### config.mk
export PLATFORM = sky130hd
export DESIGN_NAME = csr_access_unit_flat
export DESIGN_NICKNAME = d
export VERILOG_FILES = /design/src/rtl/csr_access_unit_pkg.sv /design/src/rtl/csr_access_unit_if.sv /design/src/rtl/csr_access_unit_csr_alu.sv /design/src/rtl/csr_access_unit.sv /design/src/flat_wrapper.sv
export SDC_FILE = /design/constraint.sdc
export NUM_CORES = 1
export LEC_CHECK = 0
export ABC_AREA = 1
export CAP_MARGIN = 15
export CORE_ASPECT_RATIO = 1.4
export CORE_MARGIN = 1
export CORE_UTILIZATION = 53
export DETAILED_ROUTE_END_ITERATION = 10
export HOLD_SLACK_MARGIN = 0.12
export PLACE_DENSITY = 0.83
export SKIP_CTS_REPAIR_TIMING = 1
export SLEW_MARGIN = 20
export SYNTH_ARGS = -nofsm -noshare
export SYNTH_HDL_FRONTEND = slang
export SYNTH_SLANG_ARGS = --single-unit
### constraint.sdc
create_clock -name clk_i -period 2 [get_ports clk_i]
set_input_delay 0.3 -clock clk_i [delete_from_list [all_inputs] [get_ports clk_i]]
set_output_delay 0.3 -clock clk_i [all_outputs]
set_load 0.01 [all_outputs]
### src/rtl/csr_access_unit_pkg.sv
// Shared types and constants for the CSR access unit.
// Defines the Zicsr operation encoding, the FSM states and the read-only CSR space marker.
package csr_access_unit_pkg;

  typedef enum logic [2:0] {
    CSR_OP_RW  = 3'b001,
    CSR_OP_RS  = 3'b010,
    CSR_OP_RC  = 3'b011,
    CSR_OP_RWI = 3'b101,
    CSR_OP_RSI = 3'b110,
    CSR_OP_RCI = 3'b111
  } csr_op_t;

  typedef enum logic [1:0] {
    ST_IDLE  = 2'd0,
    ST_READ  = 2'd1,
    ST_WRITE = 2'd2,
    ST_RESP  = 2'd3
  } csr_acc_state_t;

  localparam logic [1:0] CSR_RO_BITS = 2'b11;

endpackage

### src/rtl/csr_access_unit_if.sv
// Bundle of the execute request, writeback response and CSR file port signals.
// The unit uses the slave modport; the surrounding pipeline/CSR file uses master.
interface csr_access_unit_if #(
  parameter int DATA_WIDTH = 32,
  parameter int ADDR_WIDTH = 12
);
  logic                  req_valid_i;
  logic                  req_ready_o;
  logic [2:0]            req_funct3_i;
  logic [ADDR_WIDTH-1:0] req_addr_i;
  logic [DATA_WIDTH-1:0] req_rs1_data_i;
  logic                  req_rs1_zero_i;
  logic [4:0]            req_zimm_i;
  logic                  req_rd_zero_i;
  logic                  resp_valid_o;
  logic                  resp_ready_i;
  logic [DATA_WIDTH-1:0] resp_data_o;
  logic                  resp_illegal_o;
  logic [ADDR_WIDTH-1:0] csr_rs_o;
  logic [DATA_WIDTH-1:0] csr_rdata_i;
  logic [ADDR_WIDTH-1:0] csr_rd_o;
  logic [DATA_WIDTH-1:0] csr_wdata_o;
  logic                  csr_we_o;

  modport slave (
    input  req_valid_i, req_funct3_i, req_addr_i, req_rs1_data_i, req_rs1_zero_i,
           req_zimm_i, req_rd_zero_i, resp_ready_i, csr_rdata_i,
    output req_ready_o, resp_valid_o, resp_data_o, resp_illegal_o,
           csr_rs_o, csr_rd_o, csr_wdata_o, csr_we_o
  );

  modport master (
    output req_valid_i, req_funct3_i, req_addr_i, req_rs1_data_i, req_rs1_zero_i,
           req_zimm_i, req_rd_zero_i, resp_ready_i, csr_rdata_i,
    input  req_ready_o, resp_valid_o, resp_data_o, resp_illegal_o,
           csr_rs_o, csr_rd_o, csr_wdata_o, csr_we_o
  );
endinterface

### src/rtl/csr_access_unit_csr_alu.sv
// Combinational Zicsr read-modify-write datapath: new value, write decision, legality.
// Only the top two address bits matter for legality, so only those are supplied.
module csr_alu
  import csr_access_unit_pkg::*;
#(
  parameter int DATA_WIDTH = 32
) (
  input  csr_op_t               op,
  input  logic [DATA_WIDTH-1:0] old,
  input  logic [DATA_WIDTH-1:0] src,
  input  logic                  rs1_zero,
  input  logic [1:0]            addr,
  output logic [DATA_WIDTH-1:0] wdata,
  output logic                  do_write,
  output logic                  illegal
);

  logic bad_op;

  // Per-op new value and write decision; unlisted funct3 codes are illegal
  always_comb begin
    wdata    = old;
    do_write = 1'b0;
    bad_op   = 1'b0;
    case (op)
      CSR_OP_RW, CSR_OP_RWI: begin
        wdata    = src;
        do_write = 1'b1;
      end
      CSR_OP_RS, CSR_OP_RSI: begin
        wdata    = old | src;
        do_write = ~rs1_zero;
      end
      CSR_OP_RC, CSR_OP_RCI: begin
        wdata    = old & ~src;
        do_write = ~rs1_zero;
      end
      default: begin
        wdata    = old;
        do_write = 1'b0;
        bad_op   = 1'b1;
      end
    endcase
    illegal = bad_op | (do_write & (addr == CSR_RO_BITS));
  end

endmodule

### src/rtl/csr_access_unit.sv
// Initiator for the CSR register file: one Zicsr op at a time through IDLE/READ/WRITE/RESP.
// All outputs are registered; the ALU sees the live read data during READ.
module csr_access_unit
  import csr_access_unit_pkg::*;
#(
  parameter int DATA_WIDTH = 32,
  parameter int ADDR_WIDTH = 12
) (
  input  logic              clk_i,
  input  logic              reset_ni,
  csr_access_unit_if.slave  bus
);

  csr_acc_state_t        state_r;
  csr_op_t               op_r;
  logic [ADDR_WIDTH-1:0] addr_r;
  logic [DATA_WIDTH-1:0] src_r;
  logic [DATA_WIDTH-1:0] old_r;
  logic                  rs1_zero_r;
  logic                  rd_zero_r;
  logic                  illegal_r;

  logic [DATA_WIDTH-1:0] src_s;
  logic                  rs1_zero_s;
  logic [DATA_WIDTH-1:0] alu_wdata_s;
  logic                  alu_do_write_s;
  logic                  alu_illegal_s;

  // Immediate variants take a zero-extended zimm and treat zimm==0 as "no source"
  always_comb begin
    src_s      = bus.req_rs1_data_i;
    rs1_zero_s = bus.req_rs1_zero_i;
    if (bus.req_funct3_i[2]) begin
      src_s      = {{(DATA_WIDTH-5){1'b0}}, bus.req_zimm_i};
      rs1_zero_s = (bus.req_zimm_i == 5'd0);
    end else begin
      src_s      = bus.req_rs1_data_i;
      rs1_zero_s = bus.req_rs1_zero_i;
    end
  end

  csr_alu #(
    .DATA_WIDTH (DATA_WIDTH)
  ) u_alu (
    .op       (op_r),
    .old      (bus.csr_rdata_i),
    .src      (src_r),
    .rs1_zero (rs1_zero_r),
    .addr     (addr_r[ADDR_WIDTH-1 -: 2]),
    .wdata    (alu_wdata_s),
    .do_write (alu_do_write_s),
    .illegal  (alu_illegal_s)
  );

  // Operation sequencer and registered outputs
  always_ff @(posedge clk_i or negedge reset_ni) begin
    if (!reset_ni) begin
      state_r            <= ST_IDLE;
      op_r               <= CSR_OP_RW;
      addr_r             <= '0;
      src_r              <= '0;
      old_r              <= '0;
      rs1_zero_r         <= 1'b0;
      rd_zero_r          <= 1'b0;
      illegal_r          <= 1'b0;
      bus.req_ready_o    <= 1'b1;
      bus.resp_valid_o   <= 1'b0;
      bus.resp_data_o    <= '0;
      bus.resp_illegal_o <= 1'b0;
      bus.csr_rs_o       <= '0;
      bus.csr_rd_o       <= '0;
      bus.csr_wdata_o    <= '0;
      bus.csr_we_o       <= 1'b0;
    end else begin
      case (state_r)
        ST_IDLE: begin
          if (bus.req_valid_i) begin
            op_r            <= csr_op_t'(bus.req_funct3_i);
            addr_r          <= bus.req_addr_i;
            src_r           <= src_s;
            rs1_zero_r      <= rs1_zero_s;
            rd_zero_r       <= bus.req_rd_zero_i;
            bus.csr_rs_o    <= bus.req_addr_i;
            bus.req_ready_o <= 1'b0;
            state_r         <= ST_READ;
          end else begin
            bus.req_ready_o <= 1'b1;
          end
        end
        ST_READ: begin
          old_r           <= bus.csr_rdata_i;
          illegal_r       <= alu_illegal_s;
          bus.csr_rd_o    <= addr_r;
          bus.csr_wdata_o <= alu_wdata_s;
          bus.csr_we_o    <= alu_do_write_s & ~alu_illegal_s;
          state_r         <= ST_WRITE;
        end
        ST_WRITE: begin
          bus.csr_we_o       <= 1'b0;
          bus.resp_valid_o   <= 1'b1;
          bus.resp_data_o    <= (rd_zero_r | illegal_r) ? {DATA_WIDTH{1'b0}} : old_r;
          bus.resp_illegal_o <= illegal_r;
          state_r            <= ST_RESP;
        end
        ST_RESP: begin
          if (bus.resp_ready_i) begin
            bus.resp_valid_o <= 1'b0;
            bus.req_ready_o  <= 1'b1;
            state_r          <= ST_IDLE;
          end else begin
            bus.resp_valid_o <= 1'b1;
          end
        end
        default: begin
          bus.csr_we_o     <= 1'b0;
          bus.resp_valid_o <= 1'b0;
          bus.req_ready_o  <= 1'b1;
          state_r          <= ST_IDLE;
        end
      endcase
    end
  end

endmodule

### src/flat_wrapper.sv
// flat-port wrapper written by rule: the top's interface ports become plain ports
module csr_access_unit_flat import csr_access_unit_pkg::*;
#(
  parameter int DATA_WIDTH = 32,
  parameter int ADDR_WIDTH = 12
)
  (clk_i, reset_ni, bus_req_valid_i, bus_req_funct3_i, bus_req_addr_i, bus_req_rs1_data_i, bus_req_rs1_zero_i, bus_req_zimm_i, bus_req_rd_zero_i, bus_resp_ready_i, bus_csr_rdata_i, bus_req_ready_o, bus_resp_valid_o, bus_resp_data_o, bus_resp_illegal_o, bus_csr_rs_o, bus_csr_rd_o, bus_csr_wdata_o, bus_csr_we_o);
  csr_access_unit_if #(.DATA_WIDTH(DATA_WIDTH), .ADDR_WIDTH(ADDR_WIDTH)) bus_i ();
  input  logic clk_i;
  input  logic reset_ni;
  input wire logic [$bits(bus_i.req_valid_i)-1:0] bus_req_valid_i;
  input wire logic [$bits(bus_i.req_funct3_i)-1:0] bus_req_funct3_i;
  input wire logic [$bits(bus_i.req_addr_i)-1:0] bus_req_addr_i;
  input wire logic [$bits(bus_i.req_rs1_data_i)-1:0] bus_req_rs1_data_i;
  input wire logic [$bits(bus_i.req_rs1_zero_i)-1:0] bus_req_rs1_zero_i;
  input wire logic [$bits(bus_i.req_zimm_i)-1:0] bus_req_zimm_i;
  input wire logic [$bits(bus_i.req_rd_zero_i)-1:0] bus_req_rd_zero_i;
  input wire logic [$bits(bus_i.resp_ready_i)-1:0] bus_resp_ready_i;
  input wire logic [$bits(bus_i.csr_rdata_i)-1:0] bus_csr_rdata_i;
  output wire logic [$bits(bus_i.req_ready_o)-1:0] bus_req_ready_o;
  output wire logic [$bits(bus_i.resp_valid_o)-1:0] bus_resp_valid_o;
  output wire logic [$bits(bus_i.resp_data_o)-1:0] bus_resp_data_o;
  output wire logic [$bits(bus_i.resp_illegal_o)-1:0] bus_resp_illegal_o;
  output wire logic [$bits(bus_i.csr_rs_o)-1:0] bus_csr_rs_o;
  output wire logic [$bits(bus_i.csr_rd_o)-1:0] bus_csr_rd_o;
  output wire logic [$bits(bus_i.csr_wdata_o)-1:0] bus_csr_wdata_o;
  output wire logic [$bits(bus_i.csr_we_o)-1:0] bus_csr_we_o;
  assign bus_i.req_valid_i = bus_req_valid_i;
  assign bus_i.req_funct3_i = bus_req_funct3_i;
  assign bus_i.req_addr_i = bus_req_addr_i;
  assign bus_i.req_rs1_data_i = bus_req_rs1_data_i;
  assign bus_i.req_rs1_zero_i = bus_req_rs1_zero_i;
  assign bus_i.req_zimm_i = bus_req_zimm_i;
  assign bus_i.req_rd_zero_i = bus_req_rd_zero_i;
  assign bus_i.resp_ready_i = bus_resp_ready_i;
  assign bus_i.csr_rdata_i = bus_csr_rdata_i;
  assign bus_req_ready_o = bus_i.req_ready_o;
  assign bus_resp_valid_o = bus_i.resp_valid_o;
  assign bus_resp_data_o = bus_i.resp_data_o;
  assign bus_resp_illegal_o = bus_i.resp_illegal_o;
  assign bus_csr_rs_o = bus_i.csr_rs_o;
  assign bus_csr_rd_o = bus_i.csr_rd_o;
  assign bus_csr_wdata_o = bus_i.csr_wdata_o;
  assign bus_csr_we_o = bus_i.csr_we_o;
  csr_access_unit #(.DATA_WIDTH(DATA_WIDTH), .ADDR_WIDTH(ADDR_WIDTH)) u_core (.clk_i(clk_i), .reset_ni(reset_ni), .bus(bus_i));
endmodule
-- Word level (Yosys, flattened, before mapping)
Index checks and enable logic that the tools add are counted.
- register bits after elaboration: 164
- bits of input ports: 90
- word-level logic and storage cells: 64
- eq/ne operators: 12
- muxes and demuxes: 15
- bitwise gates (word level): 9
- reductions and logical operators: 13
- operator list (operator ; count):
    $pmux 32 s3 ; 1
    $mux 32 ; 2
    $and 32x32->32 ; 1
    $not 32->32 ; 1
    $or 32x32->32 ; 1
    $eq 3x3->1 const B ; 3
    $pmux 1 s2 ; 4
    $pmux 2 s4 ; 1
    $eq 2x2->1 const B ; 3
    $eq 3x2->1 const B ; 2
    $reduce_and 2->1 ; 3
    $reduce_bool 2->1 ; 3
    $reduce_or 2->1 ; 3
    $reduce_or 6->1 ; 1
    $logic_not 5->1 ; 1
    $mux 1 ; 5
    $mux 2 ; 2
    $ne 2x2->1 const B ; 2
    $reduce_or 4->1 ; 1
    $eq 3x1->1 const B ; 1
    $and 1x1->1 ; 2
    $eq 2x1->1 const B ; 1
    $logic_not 2->1 ; 1
    $not 1->1 ; 2
    $or 1x1->1 ; 2

-- Logic depth before layout (Yosys ltp)
Gate-level depths: netlist (run 1).
- depth after elaboration: 8
- mapped depth: 10
- mapped depth without buffers: 7

-- Cells and area by module
A second synthesis (run 1) with hierarchy kept.
- cells, all modules: 783
- area, all modules: 7454.6 µm²
- by module, submodules not included (module ; instances ; cells an instance ; area an instance (µm²) ; sequential area each (µm²)):
    csr_access_unit ; 1 ; 569 ; 6542.5 ; 4106.4
    csr_alu ; 1 ; 214 ; 912.1 ; 0.0

-- Worst setup path after synthesis (run 1)
OpenSTA, ideal clock, no wires.
- kind: reg-to-reg
- from: register u_core.state_r[0]
- to: register u_core.bus.resp_data_o[10]
- library setup time: 0.118 ns
- arrival time: 1.233 ns
- setup slack: 0.649 ns
- stages on the path, launching flop included: 8
- path buffers: 2
- cell sequence: dfrtp_1 > inv_1 > ha_1 > buf_2 > clkinv_1 > clkbuf_1 > nand2_1 > nand2_1
- cells in the longest elaborated chain, start to end: 1
- ends and longest elaborated chain (element ; line ; RTL):
    start: declaration ; csr_access_unit.sv:14 ; csr_acc_state_t state_r;
    start signal: assignment ; csr_access_unit.sv:58 ; state_r <= ST_IDLE;
    start signal: assignment ; csr_access_unit.sv:85 ; state_r <= ST_READ;
    start signal: assignment ; csr_access_unit.sv:96 ; state_r <= ST_WRITE;
    $eq 2x2->1 ; csr_access_unit.sv:75 ; case (state_r)
    end signal: assignment ; csr_access_unit.sv:101 ; bus.resp_data_o <= (rd_zero_r | illegal_r) ? {DATA_WIDTH{1'b0}} : old_r;
    end: declaration ; csr_access_unit_if.sv:28 ; output req_ready_o, resp_valid_o, resp_data_o, resp_illegal_o,
No other way between the ends.
A chain may end at the register's enable or synchronous reset.

-- Worst setup path after layout (run 1)
- from: register u_core.bus.req_ready_o
- to: output bus_req_ready_o
- RTL lines (element ; line ; RTL):
    start: declaration ; csr_access_unit_if.sv:28 ;
    start signal: assignment ; csr_access_unit.sv:66 ; bus.req_ready_o <= 1'b1;
    start signal: assignment ; csr_access_unit.sv:84 ; bus.req_ready_o <= 1'b0;
    start signal: assignment ; csr_access_unit.sv:87 ; bus.req_ready_o <= 1'b1;
    end: declaration ; flat_wrapper.sv:20 ; output wire logic [$bits(bus_i.req_ready_o)-1:0] bus_req_ready_o;
No word-level cell between the ends.

==> results of run 1 <==
[cell usage after synthesis]
cell type and n:
clkbuf_1 16, nand2_1 461, nand2_4 1, nor2_1 14, o21ai_0 39, inv_4 1, buf_6 6, buf_2 27
o22ai_1 5, clkinv_1 1, dfrtp_1 161, nand2_2 11, ha_1 4, inv_2 2, buf_8 1, a21oi_1 3
inv_1 40, dfstp_2 2, o21ai_1 2, buf_1 2, buf_4 1, nand3_1 94
[layout make-up]
type	instances	area (um2)
Clock buffer	19	442.9
Clock inverter	13	195.2
Fill cell	975	3174
Inverter	44	167.7
Multi-Input combinational cell	634	2640
Sequential cell	163	4081
Tap cell	178	222.7
Timing Repair Buffer	202	2073
[routing by layer]
layer	GRT usage (%)	up-vias	wire [um]
met3	5.876	55	991
met1	35.64	3021	7568
met2	45.49	224	9059
met4	13.35	0	771
met5	0	-	0
li1	-	3108	-
[cells in the final DEF, fill, tap and decap left out, types with 2 or more instances in the layout]
cell type        netlist  final
clkdlybuf4s50_1        0    180
bufinv_16              0      4
nand2_2               11     11
inv_6                  0      6
clkbuf_16              0     17
o22ai_1                5      5
inv_1                 40     40
o21ai_1                2      2
ha_1                   4      3
inv_2                  2      2
clkinvlp_4             0      3
nand3_1               94     94
nor2_1                14     13
dfstp_2                2      2
buf_4                  1     12
dfrtp_1              161    161
o21ai_0               39     39
buf_12                 0      8
nand2_1              461    461
a21oi_1                3      3
[power groups by stage]
stage	combinational (mW)	clock [mW]	sequential (mW)
after global placement	6.44	0	5.51
after floorplan	3.76	0	5.72
after global routing	7.49	3.66	5.70
final	6.66	3.50	5.53
after CTS	6.72	3.53	5.53
after detailed placement	6.65	0	5.55
[stage by stage]
| step | power (mW) | area, um2 | cells | setup WS (ns) |
|---|---|---|---|---|
| after floorplan | 9.476 | 7177 | 894 | 0.6486 |
| after global placement | 11.95 | 9175 | 1220 | 0.4012 |
| after detailed placement | 12.20 | 9175 | 1220 | 0.3451 |
| after CTS | 15.78 | 9813 | 1252 | 0.2203 |
| after global routing | 16.85 | 9823 | 1253 | 0.1749 |
| final | 15.70 | 9823 | 1253 | 0.2280 |
[sequential cells by signal, summed over array words and instances (netlist names)]
signal and flops:
u_core.bus.resp_illegal_o 1, u_core.state_r 2, u_core.rd_zero_r 1, u_core.illegal_r 1, u_core.rs1_zero_r 1, u_core.bus.resp_valid_o 1, u_core.bus.csr_rs_o 12, u_core.src_r 32
u_core.bus.req_ready_o 1, u_core.bus.csr_rd_o 12, u_core.bus.resp_data_o 32, u_core.old_r 32, u_core.bus.csr_wdata_o 32, u_core.op_r 2, u_core.bus.csr_we_o 1
[final timing paths]
check | startpoint | to | slack, ns | depth (start not counted)
setup / recovery | u_core.bus.req_ready_o$_DFFE_PN1P_ | bus_req_ready_o | 0.23 | 1
hold / removal | reset_ni | u_core.bus.csr_rd_o[8]$_DFFE_PN0N_ | 0.35 | 2
hold reg to reg | u_core.bus.req_ready_o$_DFFE_PN1P_ | u_core.bus.req_ready_o$_DFFE_PN1P_ | 0.47 | 2
min in group clk_i | bus_req_addr_i[6] | u_core.bus.csr_rs_o[6]$_DFFE_PN0P_ | 0.41 | 3
setup reg to reg | u_core.state_r[1]$_DFFE_PN0P_ | u_core.old_r[8]$_DFFE_PN0N_ | 0.34 | 6
max in group asynchronous | reset_ni | u_core.bus.csr_wdata_o[24]$_DFFE_PN0N_ | 1.02 | 3
[cells by family after synthesis]
| group | share of synthesized area (%) |
|---|---|
| flip-flops | 56.87 |
| adder cells (fa/ha/maj) | 0.6974 |
| AND/OR/NAND/NOR | 32.51 |
| AO/OA/AOI/OAI | 3.504 |
| buffers and inverters | 6.416 |
==> flow_metrics.py, run 1 <==
metrics = {
    "sta": {
        "max_freq_mhz": 564.3,
        "totalNegativeSetupSlack_ns": 0,
        "slew_viol_final": 0,
        "hold-worst-slack_ns": 0.3503,
        "final_period_minus_worst_setup_slack_ns": 1.772,
        "fin_worst_skew_ns": 0.01008,
        "timing.slew.headroom_pct": 61.71,
        "tightest_slew_ns": 0.5735,
        "setup_viol_count_final": 0,
        "final.period_utilization_pct": 88.60,
        "rsz0062_at_grt": "false",
        "finalHoldViolations": 0,
    },
    "pwr": {
        "power.share.combinational_pct": 42.4,
        "seq_power_share_pct": 35.2,
        "vdd.ir_drop.worst_v": 0.0008687,
        "power_frac_clock_pct": 22.3,
        "p_sw_share_pct": 37.91,
        "p_switching_mw": 5.952,
        "p_leak_nw": 4.995,
        "cellPowerDensity_mw_per_mm2": 1598,
        "power_report.internal_total_mw": 9.747,
    },
    "drt": {
        "drtPass1Iterations": 5,
        "avgViaCountPerCell": 5.114,
        "routed_wl_um": 18390,
        "ant_nets": 0,
        "detail_route.drc_violations": 0,
        "route.vias.total": 6408,
        "first_iter_violations": 336,
        "drt-wirelength-per-cell_um": 14.68,
    },
    "hold_path": {
        "hold_path_class": "input pin to asynchronous set/reset pin",
    },
    "setup_path": {
        "cpMaxStageDelayCell": "dfstp_2",
        "critPathKind": "flip-flop to output pin",
        "timing.critical_path.cells": "clkdlybuf4s50_1",
        "worst_ep_required_ns": 1.70,
        "cp.buffers_inverters": 1,
        "start_kind": "flip-flop",
        "end_kind": "output pin",
        "timing.critical_path.arrival_ns": 1.47,
        "cp_top_family": "flip-flops",
        "crit_path_max_incr_delay_ns": 0.53,
        "critPathMaxFanout": 2,
    },
    "final_layout": {
        "antenna_cells_inserted": 0,
        "design.final.nets": 1156,
        "final_core_utilization_pct": 75.58,
        "drive_above_1_share_pct": 6.605,
        "area.growth.synth_to_final_pct": 36.87,
    },
    "outcome": {
        "outcome": "finished clean",
    },
    "synthesis": {
        "synth_seq_area_share_pct": 56.87,
        "syn-cell-area_mm2": 0.007177,
        "synth.top_cells.by_area": "dfrtp_1 56%, nand2_1 24%, nand3_1 6.6%",
        "yosys.area.top_type": "dfrtp_1",
        "synth.net_count": 988,
        "synth-warning-count": 0,
        "avgSynthCellArea_um2": 8.028,
        "synth_cell_types": 22,
        "yosysTopAreaCellShare_pct": 56.14,
        "number_of_synthesized_register_bits": 163,
        "synth_cells": 894,
    },
    "place": {
        "gp_routability_congestion": 0.8771,
        "detailed_place_hpwl_um": 12690,
        "io_buffers": 181,
    },
    "grt": {
        "antenna_found_initial": 0,
        "wire_length_of_the_first_global_routing_pass_um": 30730,
        "global_route.usage.total_pct": 28.02,
        "largest_net_degree_at_the_start_of_global_routing": 77,
        "first_global_vias": 6362,
        "globalRoute.totalOverflow": 0,
    },
    "floorplanning": {
        "placeableCoreArea_mm2": 0.01300,
        "fp-row-count": 49,
        "start_util_pct": 55.22,
        "floorplan_die_width_um": 100.4,
        "die-area_mm2": 0.01402,
        "pin_count": 182,
        "die-height_um": 139.7,
    },
    "cts": {
        "cts_max_level": 4,
        "ctsRootBufferMaster": "clkbuf_16",
        "cts_max_path_buffers": 2,
        "clock_tree_from_tritoncts": "done",
        "numCtsBuffers": 17,
        "cts_sinks": 163,
        "path_clk_slew_ns": 0.07,
        "insertion_delay_ns": 0.42,
    },
    "flow_run": {
        "maxCapViolations": 0,
    },
}
(Power assumes the default switching activity.)
==> run 2: changes to the inputs <==
--- a/config.mk
+++ b/config.mk
@@ -11,8 +11,10 @@
 export CORE_MARGIN = 1
 export CORE_UTILIZATION = 53
 export DETAILED_ROUTE_END_ITERATION = 10
+export GPL_TIMING_DRIVEN = 0
 export HOLD_SLACK_MARGIN = 0.12
 export PLACE_DENSITY = 0.83
+export SETUP_SLACK_MARGIN = 0.2
 export SKIP_CTS_REPAIR_TIMING = 1
 export SLEW_MARGIN = 20
 export SYNTH_ARGS = -nofsm -noshare
==> run 2 against run 1 <==
- sequential power shrank 1%
- sequential share of layout area shrank 0.21 points
- maximum frequency rose by 3.5%
- via count up 2.2%
- critical endpoint is now bus_csr_rs_o[10]
- clock-buffer cell count down 1
- first-iteration DRC count down 9.2%
- total power is 0.60% higher
- global-route usage up 1.2 points
- clock power shrank 4%
- core utilization is 0.39 points higher
- design area increased by 0.51%
- largest power group unchanged
- worst hold slack improved by 0.044 ns
==> flow_metrics.py, run 2 (synthesized netlist as in run 1, its figures left out) <==
metrics = {
    "outcome": {
        "outcome": "finished clean",
    },
    "grt": {
        "globalRoute.totalOverflow": 0,
        "largest_net_degree_at_the_start_of_global_routing": 87,
        "global_route.usage.total_pct": 29.23,
        "first_global_vias": 6424,
        "antenna_found_initial": 0,
        "wire_length_of_the_first_global_routing_pass_um": 31310,
    },
    "pwr": {
        "vdd.ir_drop.worst_v": 0.0009081,
        "cellPowerDensity_mw_per_mm2": 1600,
        "p_leak_nw": 5.079,
    },
    "sta": {
        "totalNegativeSetupSlack_ns": 0,
        "finalHoldViolations": 0,
        "rsz0062_at_grt": "false",
        "final.period_utilization_pct": 85.64,
        "max_freq_mhz": 583.8,
        "setup_viol_count_final": 0,
        "timing.slew.headroom_pct": 60.26,
        "fin_worst_skew_ns": 0.01549,
        "tightest_slew_ns": 0.5961,
        "final_period_minus_worst_setup_slack_ns": 1.713,
        "slew_viol_final": 0,
    },
    "setup_path": {
        "timing.critical_path.arrival_ns": 1.41,
        "critPathKind": "flip-flop to output pin",
        "cpMaxStageDelayCell": "clkdlybuf4s50_1",
        "cp_top_family": "buffers and inverters",
        "timing.critical_path.cells": "clkdlybuf4s50_1",
        "end_kind": "output pin",
        "critPathMaxFanout": 3,
        "crit_path_max_incr_delay_ns": 0.58,
        "start_kind": "flip-flop",
        "cp.buffers_inverters": 1,
        "worst_ep_required_ns": 1.70,
    },
    "final_layout": {
        "layout.filler_cells": 986,
        "drive_above_1_share_pct": 8.296,
        "most-common-layout-cells": "461 x nand2_1, 179 x clkdlybuf4s50_1, 161 x dfrtp_1, 94 x nand3_1, 40 x inv_1",
        "final_core_utilization_pct": 75.96,
        "antenna_cells_inserted": 0,
        "final_cell_area_mm2": 0.009873,
        "design.final.nets": 1190,
        "mostFrequentLayoutCell": "nand2_1",
        "area.growth.synth_to_final_pct": 37.57,
    },
    "floorplanning": {
        "die-height_um": 139.7,
        "fp-row-count": 49,
        "floorplan_die_width_um": 100.4,
        "placeableCoreArea_mm2": 0.01300,
        "die-area_mm2": 0.01402,
        "pin_count": 182,
        "start_util_pct": 55.22,
    },
    "drt": {
        "drtPass1Iterations": 5,
        "ant_nets": 0,
        "routed_wl_um": 19220,
        "avgViaCountPerCell": 5.087,
        "route.vias.total": 6547,
        "first_iter_violations": 305,
        "drt-wirelength-per-cell_um": 14.93,
        "detail_route.drc_violations": 0,
    },
    "cts": {
        "numCtsBuffers": 17,
        "cts_max_level": 4,
        "clock_tree_from_tritoncts": "done",
        "insertion_delay_ns": 0.44,
        "cts_sinks": 163,
        "cts_max_path_buffers": 2,
        "path_clk_slew_ns": 0.07,
        "ctsRootBufferMaster": "clkbuf_16",
    },
    "place": {
        "io_buffers": 181,
        "dpl-instance-area_mm2": 0.009244,
        "detailed_place_hpwl_um": 13790,
        "gp_routability_congestion": 0.8573,
    },
    "hold_path": {
        "hold_path_class": "input pin to flip-flop",
    },
    "flow_run": {
        "maxCapViolations": 0,
    },
}
## run 2: cell type report
type / count / area [um2] / share of cell area, %
Clock inverter: 14 / 165.2 / 1.673
Tap cell: 178 / 222.7 / 2.256
Clock buffer: 18 / 439.2 / 4.448
Inverter: 44 / 171.4 / 1.736
Sequential cell: 163 / 4081 / 41.34
Buffer: 53 / 301.5 / 3.054
Timing Repair Buffer: 183 / 1857 / 18.81
Multi-Input combinational cell: 634 / 2635 / 26.69
## run 2: worst paths after layout
path | startpoint | end | slack [ns] | cells after the start
max | u_core.bus.csr_rs_o[10]$_DFFE_PN0P_ | bus_csr_rs_o[10] | 0.29 | 1
min | bus_req_addr_i[6] | u_core.bus.csr_rs_o[6]$_DFFE_PN0P_ | 0.39 | 3
max reg2reg | u_core.state_r[0]$_DFFE_PN0P_ | u_core.bus.resp_data_o[30]$_DFFE_PN0P_ | 0.33 | 7
min reg2reg | u_core.bus.csr_rd_o[9]$_DFFE_PN0N_ | u_core.bus.csr_rd_o[9]$_DFFE_PN0N_ | 0.47 | 2
max in group asynchronous | reset_ni | u_core.illegal_r$_DFFE_PN0N_ | 0.77 | 3
min in group asynchronous | reset_ni | u_core.bus.csr_rs_o[0]$_DFFE_PN0P_ | 0.41 | 2
## run 2: power by group
group / internal (mW) / switching (mW) / total (mW)
Sequential: 4.69 / 0.777 / 5.47
Clock: 1.91 / 1.45 / 3.36
Combinational: 3.01 / 3.96 / 6.97
## run 2: metal layers
metal / GRT usage, % / part of all wire (%) / up-vias
met5: 0 / 0 / -
met4: 13.50 / 3.4 / 0
met2: 48.59 / 50 / 236
met3: 7.634 / 6.5 / 44
met1: 35.27 / 40 / 3082
li1: - / - / 3185
## run 2: through the flow
| step | total power, mW | worst slack (ns) | hold slack [ns] | cells |
|---|---|---|---|---|
| global placement | 12.20 | -5.926 | 0.4531 | 1253 |
| floorplan | 9.476 | 0.6486 | 0.004409 | 894 |
| global route | 16.89 | 0.2074 | 0.3981 | 1287 |
| detailed placement | 12.40 | 0.1521 | 0.3099 | 1254 |
| finish | 15.79 | 0.2872 | 0.3939 | 1287 |
| CTS | 15.83 | 0.1881 | -0.1526 | 1286 |
==> run 3: changes to the inputs <==
--- a/config.mk
+++ b/config.mk
@@ -16,6 +16,7 @@
 export PLACE_DENSITY = 0.83
 export SETUP_SLACK_MARGIN = 0.2
 export SKIP_CTS_REPAIR_TIMING = 1
+export SKIP_LAST_GASP = 1
 export SLEW_MARGIN = 20
 export SYNTH_ARGS = -nofsm -noshare
 export SYNTH_HDL_FRONTEND = slang
==> constraint.sdc (replaced) <==
create_clock -name clk_i -period 2.2 [get_ports clk_i]
set_input_delay 0.33 -clock clk_i [delete_from_list [all_inputs] [get_ports clk_i]]
set_output_delay 0.33 -clock clk_i [all_outputs]
set_load 0.01 [all_outputs]
==> run 3 against run 2 <==
- setup slack better by 0.091 ns
- critical endpoint is now u_core.bus.resp_data_o[30]$_DFFE_PN0P_
- clock power is 9.2% lower
- die area stayed put
==> flow_metrics.py, run 3 (synthesized netlist as in run 1, its figures left out) <==
metrics = {
    "hold_path": {
        "whs_path_depth": 3,
        "hold_path_class": "input pin to flip-flop",
    },
    "setup_path": {
        "cp.buffers_inverters": 4,
        "crit_path_max_incr_delay_ns": 0.42,
        "crit_cells": 7,
        "cpMaxStageDelayCell": "dfrtp_1",
        "timing.critical_path.arrival_ns": 2.15,
        "start_kind": "flip-flop",
        "critPathMaxFanout": 10,
        "cp_top_family": "buffers and inverters",
        "critPathKind": "flip-flop to flip-flop",
        "worst_ep_required_ns": 2.53,
        "timing.critical_path.cells": "inv_1 > ha_1 > buf_2 > clkinv_1 > clkbuf_1 > nand2_1 > nand2_1",
        "end_kind": "flip-flop",
        "rr_worst_depth": 7,
        "critical-path-top-cell-by-count": "nand2_1",
    },
    "cts": {
        "ctsRootBufferMaster": "clkbuf_16",
        "cts_max_path_buffers": 2,
        "clock_tree_from_tritoncts": "done",
        "cts_sinks": 163,
        "cts_max_level": 4,
        "path_clk_slew_ns": 0.07,
        "numCtsBuffers": 17,
        "insertion_delay_ns": 0.44,
    },
    "place": {
        "dpl-instance-area_mm2": 0.009244,
        "io_buffers": 181,
        "gp_routability_congestion": 0.8573,
        "place.detailed.instances": 1254,
        "detailed_place_hpwl_um": 13790,
    },
    "final_layout": {
        "most-common-layout-cells": "461 x nand2_1, 180 x clkdlybuf4s50_1, 161 x dfrtp_1, 94 x nand3_1, 40 x inv_1",
        "drive_above_1_share_pct": 7.755,
        "antenna_cells_inserted": 0,
        "mostFrequentLayoutCell": "nand2_1",
        "final_cell_area_mm2": 0.009858,
        "layoutNonFillerInstCount": 1287,
        "design.final.nets": 1190,
        "area.growth.synth_to_final_pct": 37.36,
    },
    "floorplanning": {
        "fp-row-count": 49,
        "pin_count": 182,
        "placeableCoreArea_mm2": 0.01300,
        "die-height_um": 139.7,
        "die-area_mm2": 0.01402,
        "start_util_pct": 55.22,
        "floorplan_die_width_um": 100.4,
    },
    "drt": {
        "drt-wirelength-per-cell_um": 14.90,
        "avgViaCountPerCell": 5.046,
        "detail_route.drc_violations": 0,
        "route.vias.total": 6494,
        "routed_wl_um": 19180,
        "ant_nets": 0,
        "first_iter_violations": 314,
        "drtPass1Iterations": 4,
    },
    "sta": {
        "setup_viol_count_final": 0,
        "final.period_utilization_pct": 82.81,
        "finalHoldViolations": 0,
        "slew_viol_final": 0,
        "rsz0062_at_grt": "false",
        "max_freq_mhz": 548.9,
        "tightest_slew_ns": 0.6035,
        "final_period_minus_worst_setup_slack_ns": 1.822,
        "totalNegativeSetupSlack_ns": 0,
        "timing.slew.headroom_pct": 59.76,
        "fin_worst_skew_ns": 0.01564,
    },
    "outcome": {
        "outcome": "finished clean",
    },
    "grt": {
        "globalRoute.totalOverflow": 0,
        "largest_net_degree_at_the_start_of_global_routing": 87,
        "global_route.usage.total_pct": 29.23,
        "first_global_vias": 6424,
        "antenna_found_initial": 0,
        "wire_length_of_the_first_global_routing_pass_um": 31310,
    },
    "pwr": {
        "vdd.ir_drop.worst_v": 0.0008268,
        "p_leak_nw": 5.057,
        "cellPowerDensity_mw_per_mm2": 1454,
    },
    "flow_run": {
        "maxCapViolations": 0,
    },
}
-- run 3: cell types whose count changed in the layout (fill, tap and decap cells not counted), sizes merged --
cell           change
buf                +1
clkbuf             -1
clkdlybuf4s50      +1
clkinv             +1
clkinvlp           -1
dlymetal6s2s       -1
-- run 3: stage by stage --
step | power (mW) | util, % | hold WS [ns] | setup WS, ns
floorplan | 8.615 | - | 0.03441 | 0.8486
global placement | 11.09 | 70.87 | 0.4531 | -5.756
detailed placement | 11.27 | 71.12 | 0.3399 | 0.3221
CTS | 14.39 | 75.77 | -0.1226 | 0.3828
global route | 15.33 | 75.85 | 0.4281 | 0.2378
finish | 14.33 | 75.85 | 0.4254 | 0.3781
-- run 3: path summary, 6_finish.rpt --
kind                                                    start                                     end  slack (ns)
setup / recovery                u_core.state_r[0]$_DFFE_PN0P_  u_core.bus.resp_data_o[30]$_DFFE_PN0P_        0.38
hold / removal                              bus_req_addr_i[6]      u_core.bus.csr_rs_o[6]$_DFFE_PN0P_        0.43
setup reg to reg                u_core.state_r[0]$_DFFE_PN0P_  u_core.bus.resp_data_o[30]$_DFFE_PN0P_        0.38
hold reg to reg            u_core.bus.csr_rd_o[9]$_DFFE_PN0N_      u_core.bus.csr_rd_o[9]$_DFFE_PN0N_        0.47
max in group asynchronous                            reset_ni            u_core.illegal_r$_DFFE_PN0N_        0.93
min in group asynchronous                            reset_ni      u_core.bus.csr_rs_o[0]$_DFFE_PN0P_        0.44
-- run 3: report_power, final --
group,internal [mW],switching (mW)
clock,1.74,1.31
combinational,2.72,3.59
sequential,4.27,0.708
total,8.72,5.61
-- run 3: cell type report --
type / count / area [um2]
Sequential cell: 163 / 4081
Inverter: 44 / 167.7
Clock buffer: 18 / 439.2
Tap cell: 178 / 222.7
Multi-Input combinational cell: 634 / 2635
Timing Repair Buffer: 183 / 1854
Buffer: 53 / 292.8
Clock inverter: 14 / 165.2
Fill cell: 988 / 3139
-- run 3: per-layer routing --
layer	global-route usage, %	vias up	wire length [um]
met2	48.59	210	9554
met5	0	-	0
met1	35.27	3052	7818
met4	13.50	0	676
li1	-	3187	-
met3	7.634	45	1125
-- run 3: tightest hold or removal path, delay by kind of cell --
kind | cells | cell delay [ns]
buffers and inverters | 1 | 0.39
and+or+nand+nor | 2 | 0.10
